### src/rtl/re_pkg.sv
// ============================================================================
//  Module      : re_pkg
//  Description : Flag indices, update-mask constants and the opcode-to-mask
//                decode shared by the status register stack.
//  Revision    : 1.0  initial release
// ============================================================================
`default_nettype none

package re_pkg;

    // Bit positions of the ALU-produced flags inside the status register
    localparam int FLAG_Z = 0;
    localparam int FLAG_C = 1;
    localparam int FLAG_S = 2;
    localparam int FLAG_O = 3;

    // Update masks over the four ALU flags (bit order O,S,C,Z)
    localparam logic [3:0] MASK_ALL  = 4'b1111;
    localparam logic [3:0] MASK_ZCS  = 4'b0111;
    localparam logic [3:0] MASK_ZS   = 4'b0101;
    localparam logic [3:0] MASK_NONE = 4'b0000;

    // Which ALU flags a completing operation is allowed to overwrite
    function automatic logic [3:0] upd_mask(input logic [4:0] op);
        logic [3:0] m;
        m = MASK_NONE;
        case (op) inside
            5'b00000, 5'b00001, 5'b00011,
            5'b00100, 5'b00101, 5'b00110:     m = MASK_ALL;
            5'b01000, 5'b01001:               m = MASK_ZCS;
            5'b10001, 5'b10010,
            [5'b10100 : 5'b11110]:            m = MASK_ZS;
            default:                          m = MASK_NONE;
        endcase
        return m;
    endfunction

endpackage

`default_nettype wire

### src/rtl/flag_lifo.sv
// ============================================================================
//  Module      : flag_lifo
//  Description : Small LIFO holding saved status-register images. Supports
//                push, pop and a same-cycle exchange of the top entry.
//  Revision    : 1.0  initial release
// ============================================================================
`default_nettype none

module flag_lifo #(
    parameter int WIDTH = 4,
    parameter int DEPTH = 4
) (
    input  logic             clk,
    input  logic             rst_n,
    input  logic             push,
    input  logic             pop,
    input  logic [WIDTH-1:0] din,
    output logic [WIDTH-1:0] top,
    output logic             full,
    output logic             empty
);

    localparam int CW = $clog2(DEPTH + 1);
    localparam int AW = (DEPTH > 1) ? $clog2(DEPTH) : 1;

    logic [WIDTH-1:0] r_mem [DEPTH];
    logic [CW-1:0]    r_count;
    logic [CW-1:0]    w_count_m1;
    logic [AW-1:0]    w_top_idx;
    logic [AW-1:0]    w_wr_idx;
    logic             w_xchg;
    logic             w_push_ok;
    logic             w_pop_ok;

    assign full       = (r_count == CW'(DEPTH));
    assign empty      = (r_count == '0);
    assign w_count_m1 = r_count - CW'(1);
    assign w_top_idx  = w_count_m1[AW-1:0];
    assign w_wr_idx   = r_count[AW-1:0];

    // Exchange takes precedence: a pop on a non-empty stack always frees the
    // slot the push needs, so push+pop never overflows.
    assign w_xchg    = push & pop & ~empty;
    assign w_push_ok = push & ~pop & ~full | push & pop & empty;
    assign w_pop_ok  = pop & ~push & ~empty;

    assign top = empty ? '0 : r_mem[w_top_idx];

    // Storage and occupancy count
    always_ff @(posedge clk or negedge rst_n) begin
        if (!rst_n) begin
            r_count <= '0;
            for (int i = 0; i < DEPTH; i++) begin
                r_mem[i] <= '0;
            end
        end else if (w_xchg) begin
            r_mem[w_top_idx] <= din;
        end else if (w_push_ok) begin
            r_mem[w_wr_idx] <= din;
            r_count         <= r_count + CW'(1);
        end else if (w_pop_ok) begin
            r_count <= w_count_m1;
        end
    end

endmodule

`default_nettype wire

### src/rtl/status_reg_stack.sv
// ============================================================================
//  Module      : status_reg_stack
//  Description : Architectural status register fed by masked ALU flag
//                updates, a software load port and a LIFO shadow stack for
//                interrupt save/restore, with sticky overflow/underflow bits.
//  Revision    : 1.0  initial release
// ============================================================================
`default_nettype none

module status_reg_stack
    import re_pkg::*;
#(
    parameter int NFLAGS = 4,
    parameter int OPW    = 5,
    parameter int DEPTH  = 4
) (
    input  logic              clk,
    input  logic              rst_n,
    input  logic              alu_valid,
    input  logic [OPW-1:0]    alu_op,
    input  logic [NFLAGS-1:0] flags_in,
    input  logic              wr_en,
    input  logic [NFLAGS-1:0] wr_data,
    input  logic              push,
    input  logic              pop,
    input  logic              err_clr,
    output logic [NFLAGS-1:0] flags_q,
    output logic              full,
    output logic              empty,
    output logic              err_ovf,
    output logic              err_unf
);

    logic [NFLAGS-1:0] r_flags;
    logic [NFLAGS-1:0] w_flags_d;
    logic [NFLAGS-1:0] w_mask;
    logic [3:0]        w_mask4;
    logic [NFLAGS-1:0] w_top;
    logic              w_pop_ok;
    logic              w_ovf_set;
    logic              w_unf_set;
    logic              r_ovf;
    logic              r_unf;

    // The opcode table is only defined for 5-bit opcodes; other widths
    // never touch the flags from the ALU side.
    generate
        if (OPW == 5) begin : g_op5
            assign w_mask4 = upd_mask(alu_op);
        end else begin : g_opx
            assign w_mask4 = MASK_NONE;
        end
    endgenerate

    // Flags above O can only be written by software, never by the ALU
    generate
        for (genvar i = 0; i < NFLAGS; i++) begin : g_mask
            if (i < 4) begin : g_alu_bit
                assign w_mask[i] = w_mask4[i];
            end else begin : g_sw_bit
                assign w_mask[i] = 1'b0;
            end
        end
    endgenerate

    flag_lifo #(
        .WIDTH (NFLAGS),
        .DEPTH (DEPTH)
    ) u_lifo (
        .clk   (clk),
        .rst_n (rst_n),
        .push  (push),
        .pop   (pop),
        .din   (r_flags),
        .top   (w_top),
        .full  (full),
        .empty (empty)
    );

    assign w_pop_ok  = pop & ~empty;
    assign w_ovf_set = push & ~pop & full;
    assign w_unf_set = pop & ~push & empty;

    // Load priority: restore from stack, then software write, then ALU
    always_comb begin
        w_flags_d = r_flags;
        if (w_pop_ok) begin
            w_flags_d = w_top;
        end else if (wr_en) begin
            w_flags_d = wr_data;
        end else if (alu_valid) begin
            w_flags_d = (r_flags & ~w_mask) | (flags_in & w_mask);
        end
    end

    // Status register and sticky error bits; a fresh error beats a clear
    always_ff @(posedge clk or negedge rst_n) begin
        if (!rst_n) begin
            r_flags <= '0;
            r_ovf   <= 1'b0;
            r_unf   <= 1'b0;
        end else begin
            r_flags <= w_flags_d;
            r_ovf   <= (r_ovf & ~err_clr) | w_ovf_set;
            r_unf   <= (r_unf & ~err_clr) | w_unf_set;
        end
    end

    assign flags_q = r_flags;
    assign err_ovf = r_ovf;
    assign err_unf = r_unf;

endmodule

`default_nettype wire

### config.mk
export PLATFORM = sky130hd
export DESIGN_NAME = status_reg_stack
export DESIGN_NICKNAME = d
export VERILOG_FILES = /design/src/rtl/re_pkg.sv /design/src/rtl/flag_lifo.sv /design/src/rtl/status_reg_stack.sv
export SDC_FILE = /design/constraint.sdc
export NUM_CORES = 1
export LEC_CHECK = 0
export ABC_AREA = 1
export CAP_MARGIN = 10
export CORE_UTILIZATION = 51
export CTS_CLUSTER_SIZE = 12
export DETAILED_ROUTE_END_ITERATION = 16
export PLACE_DENSITY = 0.78
export SYNTH_ARGS = -nofsm -noshare
export SYNTH_HDL_FRONTEND = slang
export SYNTH_SLANG_ARGS = --single-unit
### constraint.sdc
create_clock -name clk -period 2.49 [get_ports clk]
set_input_delay 0.498 -clock clk [delete_from_list [all_inputs] [get_ports clk]]
set_output_delay 0.498 -clock clk [all_outputs]
set_load 0.005 [all_outputs]
==> impl_results.md <==
* Num CTS Buffers at 3
* Period utilisation layout at 94.6%
* Initial antenna violation count at 0
* Fill count at about 210
* Slew Limit Fails at 0
* Skew-Pair Late Insertion Delay at 320 ps
* Clock Pin Slew Worst Setup and Hold Paths at 140 ps
* Status: complete, no violations
* 1st-iter DRT viols at 50
* Maximum VDD drop at between 0.6 and 0.7 mV
* Routed Antenna Nets at 0
* Global-route wire length before repair at 5660 um
* Delay-heaviest family, CP: buffers and inverters
* Height of the die at 55.3 um
* Post-Synthesis Cell Area at 1450 um^2
* Pwr dens at between 1000 and 1500 nW/um^2
* Post-DP HPWL at 2590 um
* DR WL/cell at 13.5 um
* Non-filler instance count after layout at 246
* Layout cells sized above 1 at 9.26%
* Core Util, Final at 70.0%
* CP peak stage delay at about 500 ps
* Most frequent cells in the layout: 44 x nand2_1, 27 x clkdlybuf4s50_1, 25 x o21ai_0, 24 x dfrtp_1, 21 x inv_1
* IO Port Bufs at 27
* Post-Syn Area per Cell at 7.86 um^2
* Core Area at between 2000 and 3000 um^2
* Ports at 28
* Setup ws final at 134 ps
* # setup viols final at 0
* Yosys warning count at 0
* Slew HR at around three quarters
* Drt via density at around 5.5
* Total GRT Usage at about a quarter
* Post-synth top area share at 43.3%
* Initial cell density of the core at 56.3%
* Maximum root-to-sink buffer count at 2
* Total Routed Length at 3310 um
* Yosys reg bits at 25
* Worst Clk Skew at 2.96 ps
* CP bufs+invs at 3
* Vias at 1358
* Most common cell after layout, fill and taps aside: nand2_1
* Placed Cells at 242
* Root Driver: clkbuf_4
* Clk sink count at 25
* Distinct cells, synth at 23
* Main area contributors after synthesis: dfrtp_1 43%, nand2_1 11%, o21ai_0 8.7%
* Area of the multi-input gates at between 700 and 800 um^2
* CTS tree: done
* Total setup buffers inserted after CTS at 0
* CP Max Fanout at 5
* Worst Tran Pin Value at 376 ps
* Reg area at ~630 um^2
* Leakage Power at 0.858 nW
* Crit path DAT at 1860 ps
* Post-Place Setup Slack at 399 ps
* Crit path max-delay cell type: clkdlybuf4s50_1
* Worst path cell trace: inv_1 > ha_1 > nand2_2 > inv_2 > clkdlybuf4s50_1
* Max-cap viol count at 0
* Crit start category: register
* Crit path kind: register to output port
* Leading area contributor after synthesis: dfrtp_1
* RSZ-0062 raised after global routing: false
* Setup crit end kind: output port
* # nets final at between 200 and 250
* Worst hold path class: register to register
* Final Wtd Congestion at around 0.8
* Syn-to-layout area delta at 24.2%
* H-Tree Depth at 1
* Syn Nets at 210
* Largest net degree at the start of global routing at 26
* Syn Inst Count at 184
* Drt first pass iters at 5
* # rows at 18
* Die area at 3050 um^2
* Ant. Diodes at 0
* Vias in the first global route at 1269
* Crit path time final at ~2400 ps
* Hold Fails Final Rpt at 0
* Congestion Overflow GR at 0
* CP required at 1990 ps
* Max Freq at between 400 and 500 MHz
* Die X at 55.3 um
* Setup_tns at 0 ps
* Seq/Total Area, Yosys at 43.3%
* Post-route DRC at 0
-- metrics by stage --
stage	instance area (um^2)	hold slack (ps)	power [mW]
2_1_floorplan	1450	202	1.29
3_3_place_gp	1760	469	1.58
3_5_place_dp	1760	479	1.63
4_1_cts	1800	511	1.82
5_1_grt	1800	525	1.98
6_report	1800	508	1.81
-- cell type report --
type,instances,area share [%]
tap,30,2.09
clock buffer,3,1.25
sequential,25,34.9
timing repair buffer,29,15.9
multi-input combinational,133,40.2
clock inverter,1,0.487
inverter,25,5.22
-- worst paths after layout --
| path | from | endpoint | slack [ps] | cells past startpoint |
|---|---|---|---|---|
| max | u_lifo.r_count[1] | empty | 130 | 5 |
| min | u_lifo.r_mem[15] | u_lifo.r_mem[15] | 510 | 2 |
| max reg2reg | u_lifo.r_count[0] | u_lifo.r_mem[11] | 660 | 9 |
| min reg2reg | u_lifo.r_mem[15] | u_lifo.r_mem[15] | 510 | 2 |
| max in group asynchronous | rst_n | u_lifo.r_count[0] | 1710 | 2 |
| min in group asynchronous | rst_n | u_lifo.r_count[1] | 520 | 2 |
-- power by group --
part	internal [mW]	leakage [nW]	switching [mW]	total, mW
registers	0.590	0.310	0.135	0.725
clock network	0.0654	0.0183	0.128	0.194
logic	0.378	0.530	0.517	0.896
-- cell families (layout without fill, tap and decap cells) --
logic type               count (synthesis)  in the layout  share of synthesized area (%)
AO/OA/AOI/OAI                           50             50                           21.0
XOR/XNOR                                 3              3                           1.82
adder cells (fa/ha/maj)                  6              6                           5.19
buffers and inverters                   26             58                           6.83
flip-flops                              25             25                           43.3
AND/OR/NAND/NOR                         74             74                           21.9
-- Yosys cell counts, drive strengths merged --
cell type,n
xor2,3
clkinv,1
o221ai,4
dfrtp,25
o31ai,1
o211ai,1
nor3,1
inv,24
nor2,18
a21oi,9
o32ai,1
ha,6
nand2,46
o21ai,34
buf,1
nand3,9
-- per-layer routing --
metal,track usage (%),vias to the layer above,wire [um]
met5,0,-,0
met1,28.8,633,1400
met4,6.79,0,35
li1,-,674,-
met3,5.39,4,174
met2,40.6,47,1700
-- repair_timing --
action,4_1_cts,5_1_grt
hold buffers,0,0
resized for setup,0,1
setup endpoints to repair,0,2
hold endpoints to repair,0,0
-- worst min-delay path, delay by kind of cell, from the launching register on --
kind            cells  cell delay (ps)
flops               1              380
simple gates        1               50
compound gates      1               60
Note: power is estimated with default switching activity, not from simulation.
